===== src/rtl/copro_result_buffer_if.sv =====
// Result-path bundle between the ALU stage, the result buffer and the CV-X-IF result port.
// The master side drives ALU packets and core ready; the slave side is the buffer.
interface copro_result_buffer_if #(
    parameter int unsigned DEPTH    = 4,
    parameter int unsigned XLEN     = 32,
    parameter type         hartid_t = logic,
    parameter type         id_t     = logic
);
    localparam int unsigned CntW = $clog2(DEPTH + 1);

    logic            flush_i;
    logic            alu_valid_i;
    logic [XLEN-1:0] alu_result_i;
    hartid_t         alu_hartid_i;
    id_t             alu_id_i;
    logic [4:0]      alu_rd_i;
    logic            alu_we_i;

    logic            result_valid_o;
    logic            result_ready_i;
    logic [XLEN-1:0] result_data_o;
    hartid_t         result_hartid_o;
    id_t             result_id_o;
    logic [4:0]      result_rd_o;
    logic            result_we_o;

    logic [CntW-1:0] count_o;
    logic            almost_full_o;
    logic            overflow_o;

    modport master (
        output flush_i, alu_valid_i, alu_result_i, alu_hartid_i, alu_id_i, alu_rd_i, alu_we_i,
        output result_ready_i,
        input  result_valid_o, result_data_o, result_hartid_o, result_id_o, result_rd_o,
        input  result_we_o, count_o, almost_full_o, overflow_o
    );

    modport slave (
        input  flush_i, alu_valid_i, alu_result_i, alu_hartid_i, alu_id_i, alu_rd_i, alu_we_i,
        input  result_ready_i,
        output result_valid_o, result_data_o, result_hartid_o, result_id_o, result_rd_o,
        output result_we_o, count_o, almost_full_o, overflow_o
    );
endinterface


===== src/rtl/copro_result_buffer.sv =====
// FIFO between the unstallable coprocessor ALU and the back-pressurable CV-X-IF result port.
// Packets arriving while full (and no pop) are dropped and flagged via a sticky overflow bit.
module copro_result_buffer #(
    parameter int unsigned DEPTH    = 4,
    parameter int unsigned XLEN     = 32,
    parameter type         hartid_t = logic,
    parameter type         id_t     = logic
) (
    input logic                 clk_i,
    input logic                 rst_i,
    copro_result_buffer_if.slave bus
);
    localparam int unsigned PtrW = $clog2(DEPTH);
    localparam int unsigned CntW = $clog2(DEPTH + 1);
    localparam logic [CntW-1:0] FullLvl       = CntW'(DEPTH);
    localparam logic [CntW-1:0] AlmostFullLvl = CntW'(DEPTH - 1);

    logic [XLEN-1:0] data_q   [DEPTH];
    hartid_t         hartid_q [DEPTH];
    id_t             id_q     [DEPTH];
    logic [4:0]      rd_q     [DEPTH];
    logic            we_q     [DEPTH];

    logic [PtrW-1:0] wptr_q, rptr_q;
    logic [CntW-1:0] count_q;
    logic            overflow_q;

    logic valid, full, pop, push_ok;

    assign valid   = (count_q != '0);
    assign full    = (count_q == FullLvl);
    assign pop     = valid && bus.result_ready_i && !bus.flush_i;
    // A pop in the same cycle frees the slot, so a full buffer can still accept.
    assign push_ok = bus.alu_valid_i && !bus.flush_i && (!full || pop);

    always_ff @(posedge clk_i or posedge rst_i) begin
        if (rst_i) begin
            wptr_q     <= '0;
            rptr_q     <= '0;
            count_q    <= '0;
            overflow_q <= 1'b0;
        end else if (bus.flush_i) begin
            wptr_q     <= '0;
            rptr_q     <= '0;
            count_q    <= '0;
            overflow_q <= 1'b0;
        end else begin
            if (push_ok) wptr_q <= wptr_q + 1'b1;
            if (pop)     rptr_q <= rptr_q + 1'b1;
            case ({push_ok, pop})
                2'b10:   count_q <= count_q + 1'b1;
                2'b01:   count_q <= count_q - 1'b1;
                default: count_q <= count_q;
            endcase
            if (bus.alu_valid_i && !push_ok) overflow_q <= 1'b1;
        end
    end

    // Storage needs no reset: outputs are masked whenever the buffer is empty.
    always_ff @(posedge clk_i) begin
        if (push_ok) begin
            data_q[wptr_q]   <= bus.alu_result_i;
            hartid_q[wptr_q] <= bus.alu_hartid_i;
            id_q[wptr_q]     <= bus.alu_id_i;
            rd_q[wptr_q]     <= bus.alu_rd_i;
            we_q[wptr_q]     <= bus.alu_we_i;
        end
    end

    always_comb begin
        bus.result_valid_o  = valid;
        bus.result_data_o   = '0;
        bus.result_hartid_o = '0;
        bus.result_id_o     = '0;
        bus.result_rd_o     = '0;
        bus.result_we_o     = 1'b0;
        if (valid) begin
            bus.result_data_o   = data_q[rptr_q];
            bus.result_hartid_o = hartid_q[rptr_q];
            bus.result_id_o     = id_q[rptr_q];
            bus.result_rd_o     = rd_q[rptr_q];
            bus.result_we_o     = we_q[rptr_q];
        end
        bus.count_o       = count_q;
        bus.almost_full_o = (count_q >= AlmostFullLvl);
        bus.overflow_o    = overflow_q;
    end
endmodule


===== src/flat_wrapper.sv =====
// flat-port wrapper written by rule: the top's interface ports become plain ports
module copro_result_buffer_flat 
#(
    parameter int unsigned DEPTH    = 4,
    parameter int unsigned XLEN     = 32,
    parameter type         hartid_t = logic,
    parameter type         id_t     = logic
)
  (clk_i, rst_i, bus_flush_i, bus_alu_valid_i, bus_alu_result_i, bus_alu_hartid_i, bus_alu_id_i, bus_alu_rd_i, bus_alu_we_i, bus_result_ready_i, bus_result_valid_o, bus_result_data_o, bus_result_hartid_o, bus_result_id_o, bus_result_rd_o, bus_result_we_o, bus_count_o, bus_almost_full_o, bus_overflow_o);
  copro_result_buffer_if #(.DEPTH(DEPTH), .XLEN(XLEN), .hartid_t(hartid_t), .id_t(id_t)) bus_i ();
  input logic clk_i;
  input logic rst_i;
  input wire logic [$bits(bus_i.flush_i)-1:0] bus_flush_i;
  input wire logic [$bits(bus_i.alu_valid_i)-1:0] bus_alu_valid_i;
  input wire logic [$bits(bus_i.alu_result_i)-1:0] bus_alu_result_i;
  input wire logic [$bits(bus_i.alu_hartid_i)-1:0] bus_alu_hartid_i;
  input wire logic [$bits(bus_i.alu_id_i)-1:0] bus_alu_id_i;
  input wire logic [$bits(bus_i.alu_rd_i)-1:0] bus_alu_rd_i;
  input wire logic [$bits(bus_i.alu_we_i)-1:0] bus_alu_we_i;
  input wire logic [$bits(bus_i.result_ready_i)-1:0] bus_result_ready_i;
  output wire logic [$bits(bus_i.result_valid_o)-1:0] bus_result_valid_o;
  output wire logic [$bits(bus_i.result_data_o)-1:0] bus_result_data_o;
  output wire logic [$bits(bus_i.result_hartid_o)-1:0] bus_result_hartid_o;
  output wire logic [$bits(bus_i.result_id_o)-1:0] bus_result_id_o;
  output wire logic [$bits(bus_i.result_rd_o)-1:0] bus_result_rd_o;
  output wire logic [$bits(bus_i.result_we_o)-1:0] bus_result_we_o;
  output wire logic [$bits(bus_i.count_o)-1:0] bus_count_o;
  output wire logic [$bits(bus_i.almost_full_o)-1:0] bus_almost_full_o;
  output wire logic [$bits(bus_i.overflow_o)-1:0] bus_overflow_o;
  assign bus_i.flush_i = bus_flush_i;
  assign bus_i.alu_valid_i = bus_alu_valid_i;
  assign bus_i.alu_result_i = bus_alu_result_i;
  assign bus_i.alu_hartid_i = bus_alu_hartid_i;
  assign bus_i.alu_id_i = bus_alu_id_i;
  assign bus_i.alu_rd_i = bus_alu_rd_i;
  assign bus_i.alu_we_i = bus_alu_we_i;
  assign bus_i.result_ready_i = bus_result_ready_i;
  assign bus_result_valid_o = bus_i.result_valid_o;
  assign bus_result_data_o = bus_i.result_data_o;
  assign bus_result_hartid_o = bus_i.result_hartid_o;
  assign bus_result_id_o = bus_i.result_id_o;
  assign bus_result_rd_o = bus_i.result_rd_o;
  assign bus_result_we_o = bus_i.result_we_o;
  assign bus_count_o = bus_i.count_o;
  assign bus_almost_full_o = bus_i.almost_full_o;
  assign bus_overflow_o = bus_i.overflow_o;
  copro_result_buffer #(.DEPTH(DEPTH), .XLEN(XLEN), .hartid_t(hartid_t), .id_t(id_t)) u_core (.clk_i(clk_i), .rst_i(rst_i), .bus(bus_i));
endmodule

===== config.mk =====
export PLATFORM = sky130hd
export DESIGN_NAME = copro_result_buffer_flat
export DESIGN_NICKNAME = d
export VERILOG_FILES = /design/src/rtl/copro_result_buffer_if.sv /design/src/rtl/copro_result_buffer.sv /design/src/flat_wrapper.sv
export SDC_FILE = /design/constraint.sdc
export NUM_CORES = 1
export LEC_CHECK = 0
export CORE_ASPECT_RATIO = 2
export CORE_MARGIN = 2
export CORE_UTILIZATION = 40
export DETAILED_ROUTE_END_ITERATION = 8
export GPL_TIMING_DRIVEN = 0
export SYNTH_ARGS = -nofsm -noshare
export SYNTH_HDL_FRONTEND = slang
export SYNTH_SLANG_ARGS = --single-unit
export TNS_END_PERCENT = 20

===== constraint.sdc =====
create_clock -name clk_i -period 2.4 [get_ports clk_i]
set_input_delay 0.36 -clock clk_i [delete_from_list [all_inputs] [get_ports clk_i]]
set_output_delay 0.36 -clock clk_i [all_outputs]
set_load 0.05 [all_outputs]

==> impl_metrics.csv, run 1 <==
group,metric,value,unit
run_status,status,"finished with violations",
run_status,violations,"setup timing",
floorplanning,core_region_area,16600,µm²
critical_path,r2r-start,"u_core.bus.count_o[0]",
place,gp_congestion,0.6980,
floorplanning,rows,67,
logic_synthesis,yosysMostFrequentCell,"edfxtp_1",
grt,grt.total_usage,0.1454,
worst_hold_path,hold_class,"input port to async pin",
critical_path,start_kind,"flop",
critical_path,reg2reg_depth,6,
critical_path,cp-end-kind,"primary output",
cells_and_area,fillCellCount,1406,
power,internal_power,0.005318,W
grt,grt_first_pass_wirelength,18940,µm
grt,grt_pass1_vias,3448,
logic_synthesis,synth-seq-area-share,0.7464,
cells_and_area,final_area,8484,µm²
timing,max_slew_margin,0.5741,
power,p_clk_frac,0.355,
logic_synthesis,synth_top_family_by_area,"multiplexers",
timing,drv_slew,0,
power,p_leak,2.842,nW
routing,wl,12270,µm
logic_synthesis,synth_simple_gate_area_frac,0.05729,
grt,grt_max_degree,41,
critical_path,rr_endpoint,"u_core.bus.count_o[2]",
logic_synthesis,synthMuxAreaShare,0.1392,
critical_path,crit_required,2.04,ns
logic_synthesis,synthXorXnorAreaFrac,0.005225,
logic_synthesis,synth_compound_area_frac,0.01511,
timing,whs,0.1945,ns
timing,setup_slack,-0.07759,ns
power,power_density,861.9,nW/µm²
clock_network,hold_buffers,0,
routing,drc,0,
clock_network,cts-root-buf,"clkbuf_16",
routing,drt-pass1-iter-count,4,
power,peakVddDrop,569.4,µV
critical_path,path_class,"flop to primary output",
place,port_buffers,87,
logic_synthesis,synthTopCellsByArea,"edfxtp_1 72%, mux4_2 13%, nor2b_1 3.5%, dfrtp_1 3.0%, ha_1 0.75%",
clock_network,path_clk_slew,0.06,ns
floorplanning,die-area,17880,µm²
logic_synthesis,synthTopCellsByCount,"160 x edfxtp_1, 40 x mux4_2, 37 x nor2b_1",
cells_and_area,drive_above_1_share,0.3251,
clock_network,htree_levels,4,
grt,grt.overflow.total,0,
timing,tightest_slew,0.6389,ns
place,post-place-ws,-0.4870,ns
logic_synthesis,synth_ff_type,"edfxtp_1",
clock_network,numCtsBuffers,17,
timing,post-route-min-period,2.478,ns
cells_and_area,antenna_cells,0,
clock_network,clockBufferDepth,2,
cells_and_area,final_util,0.5112,
clock_network,worstSkewPairLatency,0.42,ns
clock_network,cts_tree,"yes",
routing,ant_nets,0,
logic_synthesis,synth_fa_ha_area_frac,0.01045,
floorplanning,die_y,187.1,µm
cells_and_area,nets,483,
logic_synthesis,syn_nets,372,
logic_synthesis,syn_area_per_cell,20.82,µm²
timing,fin_crit_sh,1.032,
timing,rsz0062_at_grt,"yes",
routing,drt_iter0_markers,192,
power,share_comb_of_total_power,0.186,
timing,hold_viol,0,
logic_synthesis,synth_top_area_share,0.7166,
logic_synthesis,yosys_warnings,0,
timing,finalSetupViolCount,13,
logic_synthesis,syn_area,6705,µm²
timing,fin_skew,0.007717,ns
power,p_sw_frac,0.2727,
grt,antenna_found_initial,0,
floorplanning,pin_count,91,
logic_synthesis,synth_edf_count,160,
clock_network,clock-sinks,168,
power,seqPwrFrac,0.459,
timing,fmax,403.6,MHz
floorplanning,die_w,95.55,µm
routing,routedWlPerCell,18.79,µm
critical_path,cp_max_fo,10,
critical_path,worst-r2r-setup-slack,0.07,ns
power,p_sw,0.001994,W
logic_synthesis,syn_inst,322,
logic_synthesis,async_flop_share,0.04762,
logic_synthesis,ys_ff_latch,168,
routing,viasPerCell,5.087,
logic_synthesis,yosysTopAreaCell,"edfxtp_1",
routing,num_vias,3322,
job,drv_cap,0,
place,dpl.hpwl,7610,µm
floorplanning,initial_core_util,0.4040,
critical_path,crit_arrival,2.12,ns
cells_and_area,area_delta_synth_final,26.53,%
place,dpl_cell_area,7908,µm²
logic_synthesis,yosys.cell_types.count,38,
==> area by class of cell <==
type                    count  area (µm²)  share of cell area
clock buffers              18       429.2             0.05058
plain buffers              19       180.2             0.02124
clock inverters            14       137.6             0.01622
inverters                   8       30.03            0.003539
repair buffers             93       904.6              0.1066
flip-flops and latches    168        5006              0.5900
well taps                 207       259.0             0.03053
multi-input cells         126        1538              0.1812
==> flip-flops by register name (all words and copies together), names as in the netlist <==
signal,flops
u_core.bus.overflow_o,1
u_core.id_q,4
u_core.hartid_q,4
u_core.rptr_q,2
u_core.we_q,4
u_core.rd_q,20
u_core.wptr_q,2
u_core.data_q,128
u_core.bus.count_o,3
==> cell families (layout without fill, tap and decap cells) <==
kind of cell	after synthesis	count (layout)
fa+ha+maj	5	5
buf+inv	28	152
mux	43	43
simple gates	63	63
flops	168	168
xor+xnor	4	4
compound gates	11	11
==> per-layer routing <==
layer  GRT usage  part of all wire  vias up
met5           0                 0        -
met4     0.05604             0.016        0
met3     0.02901             0.042       15
met2      0.2423              0.53       91
met1      0.1849              0.41     1707
li1            -                 -     1509
==> cell usage in the layout, fill, tap and decap left out, drive strengths merged, types with 2 or more instances in the layout <==
master,count
nor3,2
clkinv,6
clkdlybuf4s15,13
clkinvlp,2
mux2,2
nand2,2
clkbuf,21
nor2b,37
and2,4
clkdlybuf4s50,46
and2b,5
nand3,2
buf,50
mux4,40
edfxtp,160
inv,13
xor2,3
dfrtp,8
nand2b,3
ha,4
nor2,6
o2111ai,2
a31oi,2
==> metrics by stage <==
step | total power [W] | instances | TNS, ns
floorplan | 0.004329 | 322 | -46.87
global placement | 0.004779 | 616 | -128.45
detailed placement | 0.004797 | 619 | -20.17
CTS | 0.007386 | 653 | -2.232
global route | 0.007584 | 653 | -2.079
finish | 0.007313 | 653 | -0.7150
==> worst max path at each step <==
stage,startpoint,end,slack (ns)
2_1_floorplan,u_core.bus.count_o[1],u_core.data_q[3][0],-0.39
3_3_place_gp,u_core.bus.count_o[1],u_core.data_q[0][10],-0.92
3_5_place_dp,u_core.bus.count_o[0],bus_result_data_o[22],-0.49
4_1_cts,u_core.bus.count_o[2],bus_result_valid_o,-0.14
5_1_grt,u_core.rptr_q[0],bus_result_we_o,-0.15
6_report,u_core.rptr_q[0],bus_result_rd_o[4],-0.08
==> power groups by stage <==
stage	sequential [W]	clock (W)	combinational, W
final	0.00336	0.00259	0.00136
after global routing	0.00337	0.00277	0.00145
after CTS	0.00336	0.00265	0.00137
after detailed placement	0.00342	0	0.00137
after global placement	0.00342	0	0.00136
after floorplan	0.00343	0	0.000897
==> what timing repair did <==
action | in CTS | in global routing
setup buffers | 3 | 0
setup endpoints to repair | 81 | 41
resized for setup | 180 | 36
pin swaps | 1 | 0
==> critical path, cell delays in order, from the launching register on <==
cell	delay, ns
dfrtp_1	0.38
buf_6	0.17
buf_12	0.17
mux4_2	0.51
nor2b_1	0.14
clkdlybuf4s15_2	0.33
No activity file was read; power rests on OpenSTA's default activity.
==> run 2, diff against run 1 <==
--- a/config.mk
+++ b/config.mk
@@ -5,6 +5,7 @@
 export SDC_FILE = /design/constraint.sdc
 export NUM_CORES = 1
 export LEC_CHECK = 0
+export ABC_AREA = 1
 export CORE_ASPECT_RATIO = 2
 export CORE_MARGIN = 2
 export CORE_UTILIZATION = 40
==> run 2 against run 1 <==
Net effect: the flow now finishes without violations; via count up 35%; synthesized area up 1.1%; global-route usage grew 4.0 points; flip-flop and latch count unchanged; first-iteration DRC count increased by 26%; maximum frequency is 5.0% higher; total power increased by 43%; largest power group is now combinational cells.
==> impl_metrics.csv, run 2 <==
group,metric,value,unit
critical_path,rr_endpoint,"u_core.data_q[1][0]",
timing,fmax,423.7,MHz
logic_synthesis,yosys.cell_types.count,25,
logic_synthesis,synth-seq-area-share,0.7380,
place,port_buffers,90,
place,dpl.hpwl,10360,µm
floorplanning,die_w,96.07,µm
clock_network,clockBufferDepth,2,
cells_and_area,seqCellArea,5005,µm²
grt,grt.total_usage,0.1859,
clock_network,worstSkewPairLatency,0.43,ns
cells_and_area,drive_above_1_share,0.1818,
logic_synthesis,synth_top_area_share,0.7085,
floorplanning,core_region_area,16680,µm²
logic_synthesis,synth_simple_gate_area_frac,0.1194,
logic_synthesis,syn_inst,546,
logic_synthesis,yosysTopAreaCell,"edfxtp_1",
logic_synthesis,synth_fa_ha_area_frac,0.01033,
timing,tns,0,ns
logic_synthesis,yosysMostFrequentCell,"nor2_1",
power,p_leak,3.113,nW
clock_network,numCtsBuffers,17,
cells_and_area,area_delta_synth_final,27.36,%
cells_and_area,final_common_cell,"nor2_1",
floorplanning,rows,67,
clock_network,postCtsSetupBuffers,0,
timing,max_slew_margin,0.5772,
logic_synthesis,synth_ff_type,"edfxtp_1",
logic_synthesis,syn_area,6782,µm²
clock_network,cts-root-buf,"clkbuf_16",
critical_path,cp_max_fo,10,
grt,grt.overflow.total,0,
critical_path,worst-r2r-setup-slack,0.16,ns
routing,wl,15920,µm
cells_and_area,final_area,8637,µm²
routing,num_vias,4494,
place,gp_congestion,0.7457,
cells_and_area,antenna_cells,0,
cells_and_area,reg.largest.list,"u_core.data_q (128), u_core.rd_q (20)",
routing,viasPerCell,5.118,
power,power,0.01047,W
timing,rsz0062_at_grt,"yes",
cells_and_area,most-common-layout-cells,"164 x nor2_1, 160 x edfxtp_1, 57 x o21ai_0",
logic_synthesis,async_flop_share,0.04762,
critical_path,path_class,"flop to primary output",
place,dpl_cell_area,8051,µm²
cells_and_area,fillCellCount,1434,
logic_synthesis,yosys_warnings,0,
floorplanning,initial_core_util,0.4065,
clock_network,htree_levels,4,
logic_synthesis,synthMuxAreaShare,0,
routing,ant_nets,0,
floorplanning,die_y,188.1,µm
logic_synthesis,syn_area_per_cell,12.42,µm²
critical_path,reg2reg_depth,7,
routing,drc,0,
logic_synthesis,synthTopCellsByArea,"edfxtp_1 71%, nor2_1 9.3%, o21ai_0 4.2%, a21oi_1 3.2%, dfrtp_1 3.0%",
timing,fin_skew,0.01139,ns
cells_and_area,largest_reg_flops,128,
routing,routedWlPerCell,18.14,µm
critical_path,path_cells,"nor2_4, nand2_4, inv_2, buf_4, a21oi_1, clkdlybuf4s15_2",
power,peakVddDrop,767.2,µV
critical_path,crit_slowest_cell,"dfrtp_1",
grt,antenna_found_initial,0,
logic_synthesis,syn_nets,596,
cells_and_area,nets,709,
logic_synthesis,synthXorXnorAreaFrac,0.001292,
critical_path,start_kind,"flop",
timing,hold_viol,0,
routing,drt_iter0_markers,242,
logic_synthesis,synthTopCellsByCount,"168 x nor2_1, 160 x edfxtp_1, 57 x o21ai_0",
logic_synthesis,synth_compound_area_frac,0.09336,
routing,drt-pass1-iter-count,4,
worst_hold_path,hold_class,"input port to async pin",
logic_synthesis,synth_top_family_by_area,"simple AND/OR/NAND/NOR gates",
timing,fin_crit_sh,0.9833,
critical_path,crit_arrival,2.00,ns
clock_network,clock-sinks,168,
timing,post-route-min-period,2.360,ns
logic_synthesis,synth_edf_count,160,
cells_and_area,multi_input_area,1551,µm²
grt,grt_max_degree,27,
floorplanning,die-area,18070,µm²
clock_network,cts_tree,"yes",
cells_and_area,largest-register,"u_core.data_q",
grt,grt_first_pass_wirelength,24630,µm
critical_path,crit_path_max_incr_delay,0.48,ns
cells_and_area,final_util,0.5177,
critical_path,worst-path-buf-inv,3,
critical_path,cp-end-kind,"primary output",
job,drv_cap,0,
timing,tightest_slew,0.6327,ns
clock_network,path_clk_slew,0.07,ns
critical_path,path_delay_family,"buffers and inverters",
timing,drv_slew,0,
power,power_density,1212,nW/µm²
critical_path,crit_required,2.04,ns
timing,finalSetupViolCount,0,
floorplanning,pin_count,91,
run_status,status,"finished, final reports clean",
grt,grt_pass1_vias,4737,
critical_path,r2r-start,"u_core.bus.count_o[2]",
logic_synthesis,ys_ff_latch,168,
[run 2: worst max path at each step]
stage	startpoint	endpoint	slack (ns)	cells after the start
4_1_cts	u_core.rptr_q[0]	bus_result_data_o[27]	-0.01	7
3_5_place_dp	u_core.rptr_q[0]	bus_result_data_o[7]	-0.29	5
2_1_floorplan	u_core.bus.count_o[0]	u_core.data_q[0][0]	-0.44	6
3_3_place_gp	bus_flush_i	u_core.data_q[3][3]	-1.41	6
6_report	u_core.bus.count_o[0]	bus_result_data_o[6]	0.04	6
5_1_grt	u_core.rptr_q[0]	bus_result_data_o[25]	-0.06	7
[run 2: through the flow]
step           worst slack, ns  std cells  hold slack (ns)
2_1_floorplan          -0.4370        546           0.1757
3_3_place_gp            -1.409        843           0.5215
3_5_place_dp           -0.2851        847           0.5375
4_1_cts               -0.01197        878           0.1812
5_1_grt               -0.06128        878           0.1967
6_report               0.03998        878           0.1817
[run 2: cell families after synthesis]
| logic type | Yosys count |
|---|---|
| AND/OR/NAND/NOR | 199 |
| flip-flops | 168 |
| AO/OA/AOI/OAI | 125 |
| buffers and inverters | 48 |
| adder cells (fa/ha/maj) | 5 |
| XOR/XNOR | 1 |
[run 2: layer usage]
| layer | up-vias | wire (µm) | global-route usage |
|---|---|---|---|
| met1 | 2203 | 6144 | 0.2056 |
| li1 | 2147 | - | - |
| met3 | 28 | 562 | 0.03536 |
| met2 | 116 | 8801 | 0.3317 |
| met4 | 0 | 415 | 0.08626 |
| met5 | - | 0 | 0 |
[run 2: final cells by class]
type / instances / share of cell area
Timing Repair Buffer: 94 / 0.09909
Clock buffer: 19 / 0.05012
Multi-Input combinational cell: 330 / 0.1796
Tap cell: 207 / 0.02999
Sequential cell: 168 / 0.5795
Buffer: 30 / 0.02506
Clock inverter: 12 / 0.02883
Inverter: 18 / 0.007823
[run 2: what timing repair did]
action / in CTS / in global routing
resized for setup: 181 / 36
hold buffers: 0 / 0
endpoints found under the setup margin: 40 / 36
[run 2: power by group]
part | switching, W | internal, W | total [W]
registers | 0.0000897 | 0.00340 | 0.00349
logic | 0.00282 | 0.00102 | 0.00384
clock network | 0.00109 | 0.00205 | 0.00314
